$ cat config.mk
export PLATFORM = sky130hd
export DESIGN_NAME = dmi_resp_slave
export DESIGN_NICKNAME = d
export VERILOG_FILES = /design/src/rtl/dmi_resp_slave.sv
export SDC_FILE = /design/constraint.sdc
export NUM_CORES = 1
export LEC_CHECK = 0
export CAP_MARGIN = 10
export CELL_PAD_IN_SITES_DETAIL_PLACEMENT = 0
export CELL_PAD_IN_SITES_GLOBAL_PLACEMENT = 1
export CORE_MARGIN = 3
export CORE_UTILIZATION = 46
export DETAILED_ROUTE_END_ITERATION = 6
export GPL_TIMING_DRIVEN = 0
export PLACE_DENSITY_LB_ADDON = 0.1
export SYNTH_ARGS = -nofsm -noshare
export SYNTH_HDL_FRONTEND = slang
export SYNTH_SLANG_ARGS = --single-unit
$ cat constraint.sdc
create_clock -name clk_i -period 4.2 [get_ports clk_i]
set_input_delay 1.26 -clock clk_i [delete_from_list [all_inputs] [get_ports clk_i]]
set_output_delay 1.26 -clock clk_i [all_outputs]
set_load 0.01 [all_outputs]
$ cat src/rtl/dmi_resp_slave.sv
// Core-side DMI responder with a small lock-gated debug register window.
// Optional lock-failure counter at 0x12 enabled by defining DMI_RESP_FAILCNT_EN.
module dmi_resp_slave #(
  parameter int         NumData       = 4,
  parameter int         AccessLatency = 2,
  parameter logic [3:0] Version       = 4'h2
) (
  input  logic        clk_i,
  input  logic        rst_i,
  input  logic [40:0] dmi_req_i,
  input  logic        dmi_req_valid_i,
  output logic        dmi_req_ready_o,
  output logic [33:0] dmi_resp_o,
  output logic        dmi_resp_valid_o,
  input  logic        dmi_resp_ready_i,
  input  logic        unlock_i,
  output logic [1:0]  ctrl_o
);

  if (AccessLatency < 1 || AccessLatency > 15) begin : gBadLatency
    $error("dmi_resp_slave: AccessLatency must be in 1..15");
  end
  if (NumData < 1 || NumData > 12) begin : gBadNumData
    $error("dmi_resp_slave: NumData must be in 1..12");
  end

  localparam logic [6:0] AddrData0  = 7'h04;
  localparam logic [6:0] AddrCtrl   = 7'h10;
  localparam logic [6:0] AddrStatus = 7'h11;
  localparam logic [6:0] AddrFail   = 7'h12;

  localparam logic [1:0] OpRead  = 2'd1;
  localparam logic [1:0] OpWrite = 2'd2;
  localparam logic [1:0] RespFailed = 2'd2;

  typedef enum logic [1:0] {StIdle, StAccess, StResp} state_t;

  state_t      r_state;
  logic [3:0]  r_cnt;
  logic [6:0]  r_addr;
  logic [1:0]  r_op;
  logic [31:0] r_wdata;
  logic [31:0] r_data [NumData];
  logic [1:0]  r_ctrl;
  logic        r_reqReady;
  logic        r_respValid;
  logic [33:0] r_resp;
`ifdef DMI_RESP_FAILCNT_EN
  logic [15:0] r_failCnt;
`endif

  logic [6:0]  w_dataIdx;
  logic        w_isData;
  logic [31:0] w_dataRd;
  logic [31:0] w_regRd;
  logic        w_readOpen;
  logic [31:0] w_respData;
  logic [1:0]  w_respCode;
  logic        w_wrData;
  logic        w_wrCtrl;
  logic        w_clrFail;
  logic        w_lockFail;

  assign dmi_req_ready_o  = r_reqReady;
  assign dmi_resp_valid_o = r_respValid;
  assign dmi_resp_o       = r_resp;
  assign ctrl_o           = r_ctrl;

  assign w_dataIdx = r_addr - AddrData0;
  assign w_isData  = (r_addr >= AddrData0) && (w_dataIdx < 7'(NumData));

  // Access decode for the latched request; unlock_i is used live so the
  // lock state seen is the one in the execute cycle.
  always_comb begin
    w_dataRd   = '0;
    w_regRd    = '0;
    w_readOpen = 1'b0;
    w_respData = '0;
    w_respCode = '0;
    w_wrData   = 1'b0;
    w_wrCtrl   = 1'b0;
    w_clrFail  = 1'b0;
    w_lockFail = 1'b0;

    for (int i = 0; i < NumData; i++) begin
      if (w_dataIdx == 7'(i)) w_dataRd = r_data[i];
    end

    if (w_isData)                 w_regRd = w_dataRd;
    else if (r_addr == AddrCtrl)   w_regRd = {30'b0, r_ctrl};
    else if (r_addr == AddrStatus) w_regRd = {27'b0, unlock_i, Version};
`ifdef DMI_RESP_FAILCNT_EN
    else if (r_addr == AddrFail)   w_regRd = {16'b0, r_failCnt};
`endif

`ifdef DMI_RESP_FAILCNT_EN
    w_readOpen = unlock_i || (r_addr == AddrStatus) || (r_addr == AddrFail);
`else
    w_readOpen = unlock_i || (r_addr == AddrStatus);
`endif

    case (r_op)
      OpRead: begin
        if (w_readOpen) begin
          w_respData = w_regRd;
        end else begin
          w_respCode = RespFailed;
          w_lockFail = 1'b1;
        end
      end
      OpWrite: begin
        if (unlock_i) begin
          w_respData = r_wdata;
          if (w_isData) begin
            w_wrData = 1'b1;
          end else if (r_addr == AddrCtrl) begin
            w_wrCtrl   = 1'b1;
            w_respData = {30'b0, r_wdata[1:0]};
          end else if (r_addr == AddrFail) begin
            w_clrFail = 1'b1;
          end
        end else begin
          w_respCode = RespFailed;
          w_lockFail = 1'b1;
        end
      end
      default: ;
    endcase
  end

  // Single-outstanding FSM; a request arriving while busy waits upstream.
  always_ff @(posedge clk_i) begin
    if (rst_i) begin
      r_state     <= StIdle;
      r_cnt       <= '0;
      r_addr      <= '0;
      r_op        <= '0;
      r_wdata     <= '0;
      r_ctrl      <= '0;
      r_reqReady  <= 1'b1;
      r_respValid <= 1'b0;
      r_resp      <= '0;
      for (int i = 0; i < NumData; i++) r_data[i] <= '0;
`ifdef DMI_RESP_FAILCNT_EN
      r_failCnt   <= '0;
`endif
    end else begin
      case (r_state)
        StIdle: begin
          if (dmi_req_valid_i && r_reqReady) begin
            r_addr     <= dmi_req_i[40:34];
            r_op       <= dmi_req_i[33:32];
            r_wdata    <= dmi_req_i[31:0];
            r_cnt      <= 4'(AccessLatency - 1);
            r_reqReady <= 1'b0;
            r_state    <= StAccess;
          end
        end
        StAccess: begin
          if (r_cnt == 4'd0) begin
            r_resp      <= {w_respData, w_respCode};
            r_respValid <= 1'b1;
            r_state     <= StResp;
            if (w_wrCtrl) r_ctrl <= r_wdata[1:0];
            for (int i = 0; i < NumData; i++) begin
              if (w_wrData && (w_dataIdx == 7'(i))) r_data[i] <= r_wdata;
            end
`ifdef DMI_RESP_FAILCNT_EN
            if (w_lockFail && (r_failCnt != 16'hFFFF)) r_failCnt <= r_failCnt + 16'd1;
            else if (w_clrFail)                         r_failCnt <= '0;
`endif
          end else begin
            r_cnt <= r_cnt - 4'd1;
          end
        end
        StResp: begin
          if (dmi_resp_ready_i) begin
            r_respValid <= 1'b0;
            r_reqReady  <= 1'b1;
            r_state     <= StIdle;
          end
        end
        default: r_state <= StIdle;
      endcase
    end
  end

endmodule
==> metrics <==
largest net degree at the start of global routing=30; VDD IR max=slightly above 0.3 mV; number of synthesized flops with an enable pin=about 130; Crit path max-delay family=buffers and inverters; global route overflow=0; core area=roughly 0.018 sq mm; max-cap viol count=0; Yosys warnings=0; Num CTS Buffers=23; top cell type's share of synthesized area=between 40% and 50%; Avg WL per Cell=around 20 um; number of H-tree levels=1; initial core utilization=~48%; gr usage total=22.1%; Fin. Hold Viols=0; worst slew pin tran=~960 ps; Initial DRT Pass Iterations=6; Rel. slew slack=between 30% and 40%; Inserted Diodes=0; top_reg_cell synth=edfxtp_1; residual DRC count=0; minimum clock period=just under 4000 ps; Routed WL=around 23 mm; CTS tree=yes; WS Path Type=primary input to flop; Max Clock Freq=about 0.26 GHz; Lkg Pwr=between 3 and 4 nW; share of cells above drive strength 1=around 9%; fraction of registers with async set or reset after synthesis=0%; count leader, synth=nor2_1; Final nets=around 940; maximum clock insertion buffer count=3; Worst EP arrival=about 4100 ps; hold buffers post-CTS=0; top cells by count, synth=141 x nor2_1, 128 x edfxtp_1, 124 x nand2_1; P&R area growth vs syn=21.2%; CP cell instances=clkdlybuf4s50_1, nand2_1, nor3_1, and3_1, clkbuf_1, or3b_2, clkbuf_1, clkbuf_1, nand2_2, buf_12; Clock Latency Late Sink=a little over 500 ps; post-CTS setup repair buffer count=0; die area=approximately 0.021 sq mm; Synth cell types=slightly below 50; Hold Crit Class=flop to flop; critical path launch point type=primary input; hpwl dp=15.1 mm; Synth Instances=between 700 and 800; clock-pin slew on the worst setup and hold paths=approximately 60 ps; Final WS setup=approximately 290 ps; Placed Instances=approximately 1,100; Yosys top cell by area=edfxtp_1; FP Rows=a little under 50; gpl congestion=0.794; initial antenna violation count=0; I/O Pins=84; Critical Path End Type=flop; Die Ht=between 100 and 150 um; Max FO, Critical Path=25; Final Setup Violations=0; WP data required=~4400 ps; CTS root buffer=clkbuf_16; first-pass GRT wire length=35.0 mm; DP Worst Slack=-174 ps; Port Buffers=82; cell area after synthesis=0.00875 sq mm; RSZ-0062 raised after global routing=false; CTS sink cnt=approximately 210; antenna violation net count after detailed routing=0; Post-CTS Resized=0; clk_skew=approximately 15 ps; number of global-route vias before repair=about 6,400; Power Density=about 430 mW/mm^2; syn_area_per_cell=11.3 sq um; CP most frequent cell=clkbuf_1; max-slew violations=0; Starting DRT DRC Count=433; syn nets=824; total power=approximately 4.5 mW; max incr delay on CP=slightly below 600 ps; die width=144 um; crit share post-route=between 90% and 100%; synth top area cells=edfxtp_1 44%, dfxtp_1 19%, mux4_2 8.2%; via/cell ratio=~5.6; Worst path slowest cell=clkdlybuf4s50_1; outcome=finished clean; Buf/Inv on CP=5; Hold WS=around 470 ps; number of vias in the routed layout=6,270; Cell Count, Final, Fillers Out=1,128; Synth Register Bits=about 210; Seq/Total Area, Yosys=between 60 and 70%
worst min-delay path: stages (launching register included):
cell	delay (ps)
dfxtp_1	330
a32oi_1	50
o21ai_0	60
flip-flops by register name, indices dropped and copies added (netlist names):
| signal | count |
|---|---|
| dmi_resp_o | 33 |
| dmi_req_ready_o | 1 |
| r_wdata | 32 |
| dmi_resp_valid_o | 1 |
| r_op | 2 |
| r_data | 128 |
| r_cnt | 4 |
| r_addr | 7 |
| ctrl_o | 2 |
| r_state | 2 |
cells in the final DEF, fill, tap and decap left out, drive strengths merged, types with 2 or more instances in the layout:
master / count
a22oi: 2
nand2: 124
mux4: 32
or3: 2
inv: 40
or4: 2
xor2: 3
a21oi: 51
nand3b: 2
or3b: 3
and3: 3
nor2: 141
clkbuf: 83
nor3b: 2
buf: 13
clkdlybuf4s50: 82
nand3: 4
dfxtp: 84
nor3: 5
o32ai: 2
nor4: 2
mux2i: 2
o21ai: 30
clkinv: 6
a32oi: 30
edfxtp: 128
ha: 6
cell families after synthesis:
kind of cell	synth area share (%)
other	0.0429
buffers and inverters	4.49
DFF	63.2
AOI/OAI and AO/OA	8.53
xor gates and xnor gates	0.300
muxes	8.60
adders and majority gates	0.858
and+or+nand+nor	14.0
path summary, 6_finish.rpt:
path / to / cells after the start / from / slack, ps
setup / recovery: r_data[0][4] / 10 / unlock_i / 290
hold / removal: dmi_resp_o[29] / 2 / dmi_resp_o[29] / 470
setup reg to reg: r_data[0][4] / 11 / r_addr[2] / 320
hold reg to reg: dmi_resp_o[29] / 2 / dmi_resp_o[29] / 470
routing by layer:
metal	GRT usage, %	share of wire, %	routed length [um]	vias to the layer above
met5	0	0	0	-
met4	5.15	1.9	423	0
met3	4.06	8.3	1880	37
met2	38.4	49	11100	219
met1	29.1	41	9220	3080
li1	-	-	-	2934
through the flow:
stage | instance area [sq um] | utilization (%) | TNS [ps]
CTS | 10600 | 57.8 | 0
floorplan | 8750 | - | 0
global placement | 9850 | 53.8 | -127530
global route | 10600 | 57.8 | 0
detailed placement | 9940 | 54.2 | -4290
finish | 10600 | 57.8 | 0
power breakdown:
part           leakage (nW)  total (mW)  internal, mW  switching, mW
combinational          1.23       0.403         0.163          0.240
clock                 0.322        1.80          1.03          0.772
sequential             2.00        2.33          2.28         0.0489
total                  3.55        4.53          3.47           1.06
area by class of cell:
cell class	instances	area, sq um
multi-input cells	463	2840
repair buffers	86	901
clock buffers	35	631
fillers	1552	7730
well taps	229	287
inverters	40	150
plain buffers	57	243
flip-flops and latches	212	5530
clock inverters	6	27.5
(Power assumes the default switching activity.)
